==> src/rtl/barrier_collide.sv <==
// barrier_collide: player jump FSM, collision detection, BCD score, lives and game-over latch
module barrier_collide #(
    parameter int PLAYER_COL = 7,
    parameter int AIR_TICKS  = 3,
    parameter int LIVES_INIT = 3
) (
    input  logic        clk,
    input  logic        rst,
    input  logic        tick,
    input  logic [7:0]  barrier,
    input  logic        jump_btn,
    output logic [1:0]  player_h,
    output logic        hit,
    output logic [15:0] score,
    output logic [1:0]  lives,
    output logic        game_over
);
    typedef enum logic [1:0] {GROUND, RISE, AIR, FALL} state_t;
    state_t      state, state_n;
    logic [3:0]  air_cnt, air_cnt_n;
    logic [1:0]  h_n;
    logic [15:0] score_inc;
    logic        btn_d, jump_req, rise, step, obs, coll, clr;
    assign rise = jump_btn & ~btn_d;
    assign step = tick & ~game_over;
    assign obs  = barrier[PLAYER_COL];
    assign coll = step & obs & (player_h == 2'd0);
    assign clr  = step & obs & (player_h != 2'd0);
    always_ff @(posedge clk or negedge rst) begin
        if (!rst) begin
            state     <= GROUND;
            air_cnt   <= 4'd0;
            player_h  <= 2'd0;
            hit       <= 1'b0;
            score     <= 16'h0000;
            lives     <= 2'(LIVES_INIT);
            game_over <= 1'b0;
            jump_req  <= 1'b0;
            btn_d     <= 1'b0;
        end else begin
            btn_d    <= jump_btn;
            state    <= state_n;
            air_cnt  <= air_cnt_n;
            player_h <= h_n;
            hit      <= coll;
            if (!game_over)
                jump_req <= tick ? (rise & ~jump_req & (state == GROUND)) : (jump_req | rise);
            if (clr)
                score <= score_inc;
            if (coll)
                lives <= lives - 2'd1;
            game_over <= game_over | (coll & (lives == 2'd1));
        end
    end
    always_comb begin
        state_n   = state;
        air_cnt_n = air_cnt;
        if (step) begin
            case (state)
                GROUND: state_n = jump_req ? RISE : GROUND;
                RISE: begin
                    state_n   = AIR;
                    air_cnt_n = 4'(AIR_TICKS - 1);
                end
                AIR: begin
                    state_n   = air_cnt == 4'd0 ? FALL : AIR;
                    air_cnt_n = air_cnt == 4'd0 ? air_cnt : air_cnt - 4'd1;
                end
                default: state_n = GROUND;
            endcase
        end
    end
    always_comb begin
        logic c;
        h_n       = state_n == GROUND ? 2'd0 : state_n == AIR ? 2'd2 : 2'd1;
        score_inc = score;
        c         = 1'b1;
        for (int i = 0; i < 4; i++) begin
            score_inc[4*i +: 4] = c ? (score[4*i +: 4] == 4'd9 ? 4'd0 : score[4*i +: 4] + 4'd1) : score[4*i +: 4];
            c = c & (score[4*i +: 4] == 4'd9);
        end
    end
endmodule
==> config.mk <==
export PLATFORM = sky130hd
export DESIGN_NAME = barrier_collide
export DESIGN_NICKNAME = d
export VERILOG_FILES = /design/src/rtl/barrier_collide.sv
export SDC_FILE = /design/constraint.sdc
export NUM_CORES = 1
export LEC_CHECK = 0
export CAP_MARGIN = 15
export CORE_MARGIN = 3
export CORE_UTILIZATION = 51
export CTS_BUF_LIST = sky130_fd_sc_hd__clkbuf_8
export DETAILED_ROUTE_END_ITERATION = 12
export PLACE_DENSITY_LB_ADDON = 0.2
export REMOVE_ABC_BUFFERS = 1
export SETUP_SLACK_MARGIN = 0.5
export SYNTH_ARGS = -nofsm -noshare
export SYNTH_HDL_FRONTEND = slang
export SYNTH_SLANG_ARGS = --single-unit
==> constraint.sdc <==
create_clock -name clk -period 1.7 [get_ports clk]
set_input_delay 0.34 -clock clk [delete_from_list [all_inputs] [get_ports clk]]
set_output_delay 0.34 -clock clk [all_outputs]
set_load 0.05 [all_outputs]
==> results by stage, run 1 <==
Outcome:
- The run stopped with a tool error.
- The step where the flow halted is global routing (5_1_grt).
- The first error in the log reads "[ERROR DPL-0038] Utilization greater than 100%, impossible to legalize".

Yosys:
- In this run, synthesis inferred 0 flip-flops with an integrated enable.
- A synthesized cell averages 10.8 µm².
- Sorting the synthesized cells by how often they occur yields dfrtp_1 (27), nand2_1 (18), o21ai_0 (11).
- The number of warnings reported in the yosys synthesis log is 0.
- The most used standard cell by instance count after synthesis is dfrtp_1.
- The synthesized design contains 29 register bits.
- The cell count after synthesis came out at 136.
- The sequential fraction of the synthesis area is 49.7%.
- Counting flops with an async set or reset pin after synthesis yields a share of 100%.
- Ranked by total cell area, the synthesized netlist is headed by dfrtp_1 (46%), nand2_1 (4.6%), ha_1 (4.3%).
- The unique cell type count in the Yosys netlist is 41.
- The library cell with the largest summed area after synthesis is dfrtp_1.
- In the synthesized netlist the dominant register cell turns out to be dfrtp_1.
- After synthesis the cells add up to 0.00147 mm².
- The share of synthesized area in the top cell type comes to 46.1%.

Global routing:
- The maximum number of pins on one net before global-route repair is 30.

Floorplanning:
- The die outline height is 59.6 µm.
- The placement row count is 18.
- The number of placed I/O pins is 34.
- The effective utilization at floorplan is 56.1%.
- The die width is 59.6 µm.

STA:
- When the last timing repair stopped, the worst path ended at score[8]$_DFFE_PN0P_/D.
- After the last repair the worst path ends at a register input.

Clock tree:
- The total clock sinks is 29.
- The maximum count of clock buffers along a single path is 2.
- The maximum level of the CTS H-tree is 2.
- The number of CTS-inserted buffers is 5.
- Hold repair after CTS inserted 0 buffers.
- The tree is rooted in a clkbuf_8.

Placed design:
- The post-placement worst setup slack is -0.310 ns.
- Buffers placed on the I/O ports in this run total 26.
- The final estimated routing congestion in global placement is 0.785.
- Counting tap cells, the placed design contains a total of 205 instances.
- The placed wire-length estimate is 2170 µm.
timing repair:
item                       in CTS
setup buffers                  20
pin swaps                      22
gates resized for setup        76
cloned                          1
setup endpoints to repair      49
metrics by stage:
stage	setup TNS, ns	cell area [µm²]	hold WS, ns
after floorplan	-1.29	1450	0.0444
after global placement	-2.57	1910	0.480
after CTS	0	2420	0.458
after detailed placement	-3.32	1910	0.498
logic make-up after synthesis:
kind of cell	Yosys count	share of synthesized area, %
AOI/OAI and AO/OA	28	13.2
buffers and inverters	12	3.33
DFF	29	49.7
adders and majority gates	5	4.27
xor gates and xnor gates	9	5.38
and+or+nand+nor	51	22.4
muxes	2	1.79
==> inputs of run 2 (changes only) <==
--- a/config.mk
+++ b/config.mk
@@ -7,12 +7,10 @@
 export LEC_CHECK = 0
 export CAP_MARGIN = 15
 export CORE_MARGIN = 3
-export CORE_UTILIZATION = 51
-export CTS_BUF_LIST = sky130_fd_sc_hd__clkbuf_8
+export CORE_UTILIZATION = 40
 export DETAILED_ROUTE_END_ITERATION = 12
-export PLACE_DENSITY_LB_ADDON = 0.2
+export PLACE_DENSITY_LB_ADDON = 0.15
 export REMOVE_ABC_BUFFERS = 1
-export SETUP_SLACK_MARGIN = 0.5
 export SYNTH_ARGS = -nofsm -noshare
 export SYNTH_HDL_FRONTEND = slang
 export SYNTH_SLANG_ARGS = --single-unit
==> run 2 against run 1 <==
Net effect:
- area after synthesis did not move
- synthesized cell count did not move
- the flow now finishes without violations
==> results by stage, run 2 <==
Outcome:
- The run finished with clean final reports.

Yosys:
- By area the synthesized netlist is led by dfrtp_1 (46%), nand2_1 (4.6%), ha_1 (4.3%).
- The library cell with the largest summed area after synthesis is dfrtp_1.
- The number of register bits inferred by synthesis is 29.
- The cell area after synthesis is 0.00147 mm².
- Counting distinct cell types in the post-synthesis netlist gives 41.
- The main flop type after synthesis is dfrtp_1.
- After synthesis, the most frequently instantiated cells are dfrtp_1 (27), nand2_1 (18), o21ai_0 (11).
- The area share of the largest cell type after synthesis is 46.1%.
- Counting flops with an async set or reset pin after synthesis yields a share of 100%.
- Yosys instantiated no cell more often than dfrtp_1.
- During synthesis, Yosys emitted a total of 0 warnings.
- The average size of a mapped cell is 10.8 µm².
- The number of enable-type register cells in the synthesized netlist is 0.
- The sequential fraction of the synthesis area is 49.7%.
- Counting every instance in the synthesized netlist gives 136.

Detailed routing:
- For this run, the detailed router's first-pass iteration total came to 4.
- The detailed router finished its first iteration with 62 violations.
- The number of vias in the routed layout is 1145.
- Once detail routing completed, the nets flagged for antenna violations numbered 0.
- The number of DRC violations after detailed routing is 0.
- Using the TritonRoute via totals, the vias-per-cell ratio works out to 4.89.
- The detail-routed net length per standard cell is 12.4 µm.
- The routed wire length is 2890 µm.

Clock tree:
- The clock slew at the register clock pins of the worst setup and hold paths is 0.07 ns.
- In this run the deepest clock path goes through 2 buffers.
- Clock tree synthesis selected as its root buffer the cell clkbuf_8.
- The number of clock buffers added by TritonCTS is 5.
- The latest clock arrival within the worst-skew pair is 0.29 ns.
- The total clock sinks is 29.
- TritonCTS built the clock tree.
- The maximum level of the CTS H-tree is 2.
- The number of hold buffers added after CTS was 0.

Setup path:
- The launching element type of the critical path is a flip-flop.
- The buffering stage count on the worst path with inverters included is 3.
- In this run the worst path has a maximum fanout of 6.
- On the critical path, the stage with the largest delay is an instance of dfrtp_1.
- For the worst setup path, the data required time is 1.92 ns.
- Counting stages on the worst path, the most repeated cell is buf_4.
- Walking the worst path, the cells encountered are inv_1 > ha_2 > nand2_1 > o311ai_4 > buf_4 > buf_4 > a22o_1.
- The delay of the slowest cell on the worst path is 0.40 ns.
- For the worst setup path, the data arrival time is 1.83 ns.
- The endpoint class of the critical path is a flip-flop.
- The critical path start-end classification is reg2reg.
- Across all register-to-register paths, the minimum setup slack is 0.09 ns.
- The kind of cell with the highest combined delay along the critical path is compound AO/OA/AOI/OAI gates.

STA:
- The sum of negative setup slack is 0 ns.
- The max-slew headroom at the worst pin is 75.4%.
- The setup-violating endpoint count in the final report is 0.
- The pin slew with the least headroom to its limit is 0.369 ns.
- The part of the cycle the worst path needs is 94.8%.
- Setup repair after global routing left no endpoint under its margin.
- Between clock sinks in the finished design, the worst skew comes to 0.00954 ns.
- The final period demand of the worst path is 1.61 ns.
- The final max-slew violation count is 0.
- The final number of hold-violating endpoints was 0.
- Derived from the worst setup path, the maximum achievable clock frequency is 0.621 GHz.

Global routing:
- Entering global routing, the biggest net connects 30 pins.
- Global routing consumed, over all layers together, 15.9% of the routing resources.
- The first global-routing pass estimated 5040 µm of wire.
- The initial antenna violation count is 0.
- The total overflow left after global routing is 0.
- The number of global-route vias before repair is 1129.

Floorplanning:
- Once the floorplan was initialized, standard cells occupied 42.6% of the core.
- The die outline height is 66.5 µm.
- The number of placed I/O pins is 34.
- The area of the core is 0.00344 mm².
- The placement row count is 21.
- The die is 66.5 µm wide.
- The die footprint is 0.00442 mm².

Pwr:
- Power spread over the standard cell area amounts to 1570 mW/mm².
- The worst ir drop on vdd is 0.00122 V.
- Summing internal, switching and leakage power gives 3.30 mW.
- Summed over all cells, the static leakage comes to 0.972 nW.

Flow run:
- The tool flagged a number of max-cap violations equal to 0.

Layout:
- The post-layout instance area is 0.00209 mm².
- The number of diodes added for antenna fixing is 0.
- The area growth from synthesis to layout is 43.0%.
- The top cell types in the final layout, fill and taps aside, are buf_4 (33), dfrtp_1 (27), nand2_1 (18), inv_1 (9).
- The ratio of cells with drive above 1 in the final layout is 34.6%.
- The library cell used most frequently in the layout, excluding fill and tap cells, is buf_4.
- In the final layout, the registers with the most flip-flops are score x16, air_cnt x4.
- The register with the highest flop count is score.
- The register with the most flip-flops in the layout has 16 of them.
- At the end of the flow, the number of nets in the layout was 204.

Placed design:
- Routability-driven placement finished with a final weighted congestion of 0.729.
- The number of port buffers is 26.
- The standard cell area after detailed placement is 0.00194 mm².
- The placed wire-length estimate is 2090 µm.

Hold path:
- The worst min-delay path category is in2async.
-- run 2: cell counts after synthesis --
No cell type changed its count.
-- run 2: final cells by class --
type	count	area, µm²
Fill cell	308	1350
Sequential cell	29	728
Multi-Input combinational cell	95	716
Timing Repair Buffer	47	469
Clock buffer	8	90.1
Tap cell	46	57.6
Inverter	9	33.8
-- run 2: timing repair --
action                     CTS  global route
cloned                       0             1
setup endpoints to repair    2            10
resized for setup            1            10
setup buffers                0             3
pin swaps                    0             2
-- run 2: logic make-up after synthesis --
group                      synth area share [%]
muxes                                      1.79
xor gates and xnor gates                   5.38
adders and majority gates                  4.27
DFF                                        49.7
buffers and inverters                      3.33
and+or+nand+nor                            22.4
AOI/OAI and AO/OA                          13.2
-- run 2: where the power goes --
part           leakage (nW)  internal [mW]  total (mW)  switching (mW)
clock network        0.0455          0.329       0.583           0.254
registers             0.365          0.891        1.07           0.176
logic                 0.562          0.735        1.65           0.912
total                 0.972           1.96        3.30            1.34
-- run 2: through the flow --
step	utilization [%]	setup slack [ns]	instances	hold slack (ns)
6_report	60.9	0.0884	234	0.432
5_1_grt	60.9	0.00368	234	0.459
4_1_cts	59.3	0.0104	230	0.440
3_5_place_dp	56.4	-0.298	222	0.523
3_3_place_gp	56.4	-0.281	222	0.491
2_1_floorplan	-	-0.198	133	0.0444
-- run 2: worst paths after layout --
check                      startpoint    endpoint  depth (start not counted)
setup / recovery           air_cnt[0]  air_cnt[2]                          7
setup reg to reg           air_cnt[0]  air_cnt[2]                          7
hold / removal                    rst    score[6]                          2
max in group asynchronous         rst    lives[0]                          2
min in group clk             score[8]    score[8]                          1
hold reg to reg              score[8]    score[8]                          1
-- run 2: per-layer routing --
| metal | GRT usage, % | up-vias | routed length, µm |
|---|---|---|---|
| met5 | 0 | - | 0 |
| met3 | 4.72 | 6 | 138 |
| met4 | 11.4 | 0 | 77 |
| met2 | 26.1 | 19 | 1440 |
| met1 | 17.3 | 549 | 1230 |
| li1 | - | 571 | - |
(Power assumes the default switching activity.)
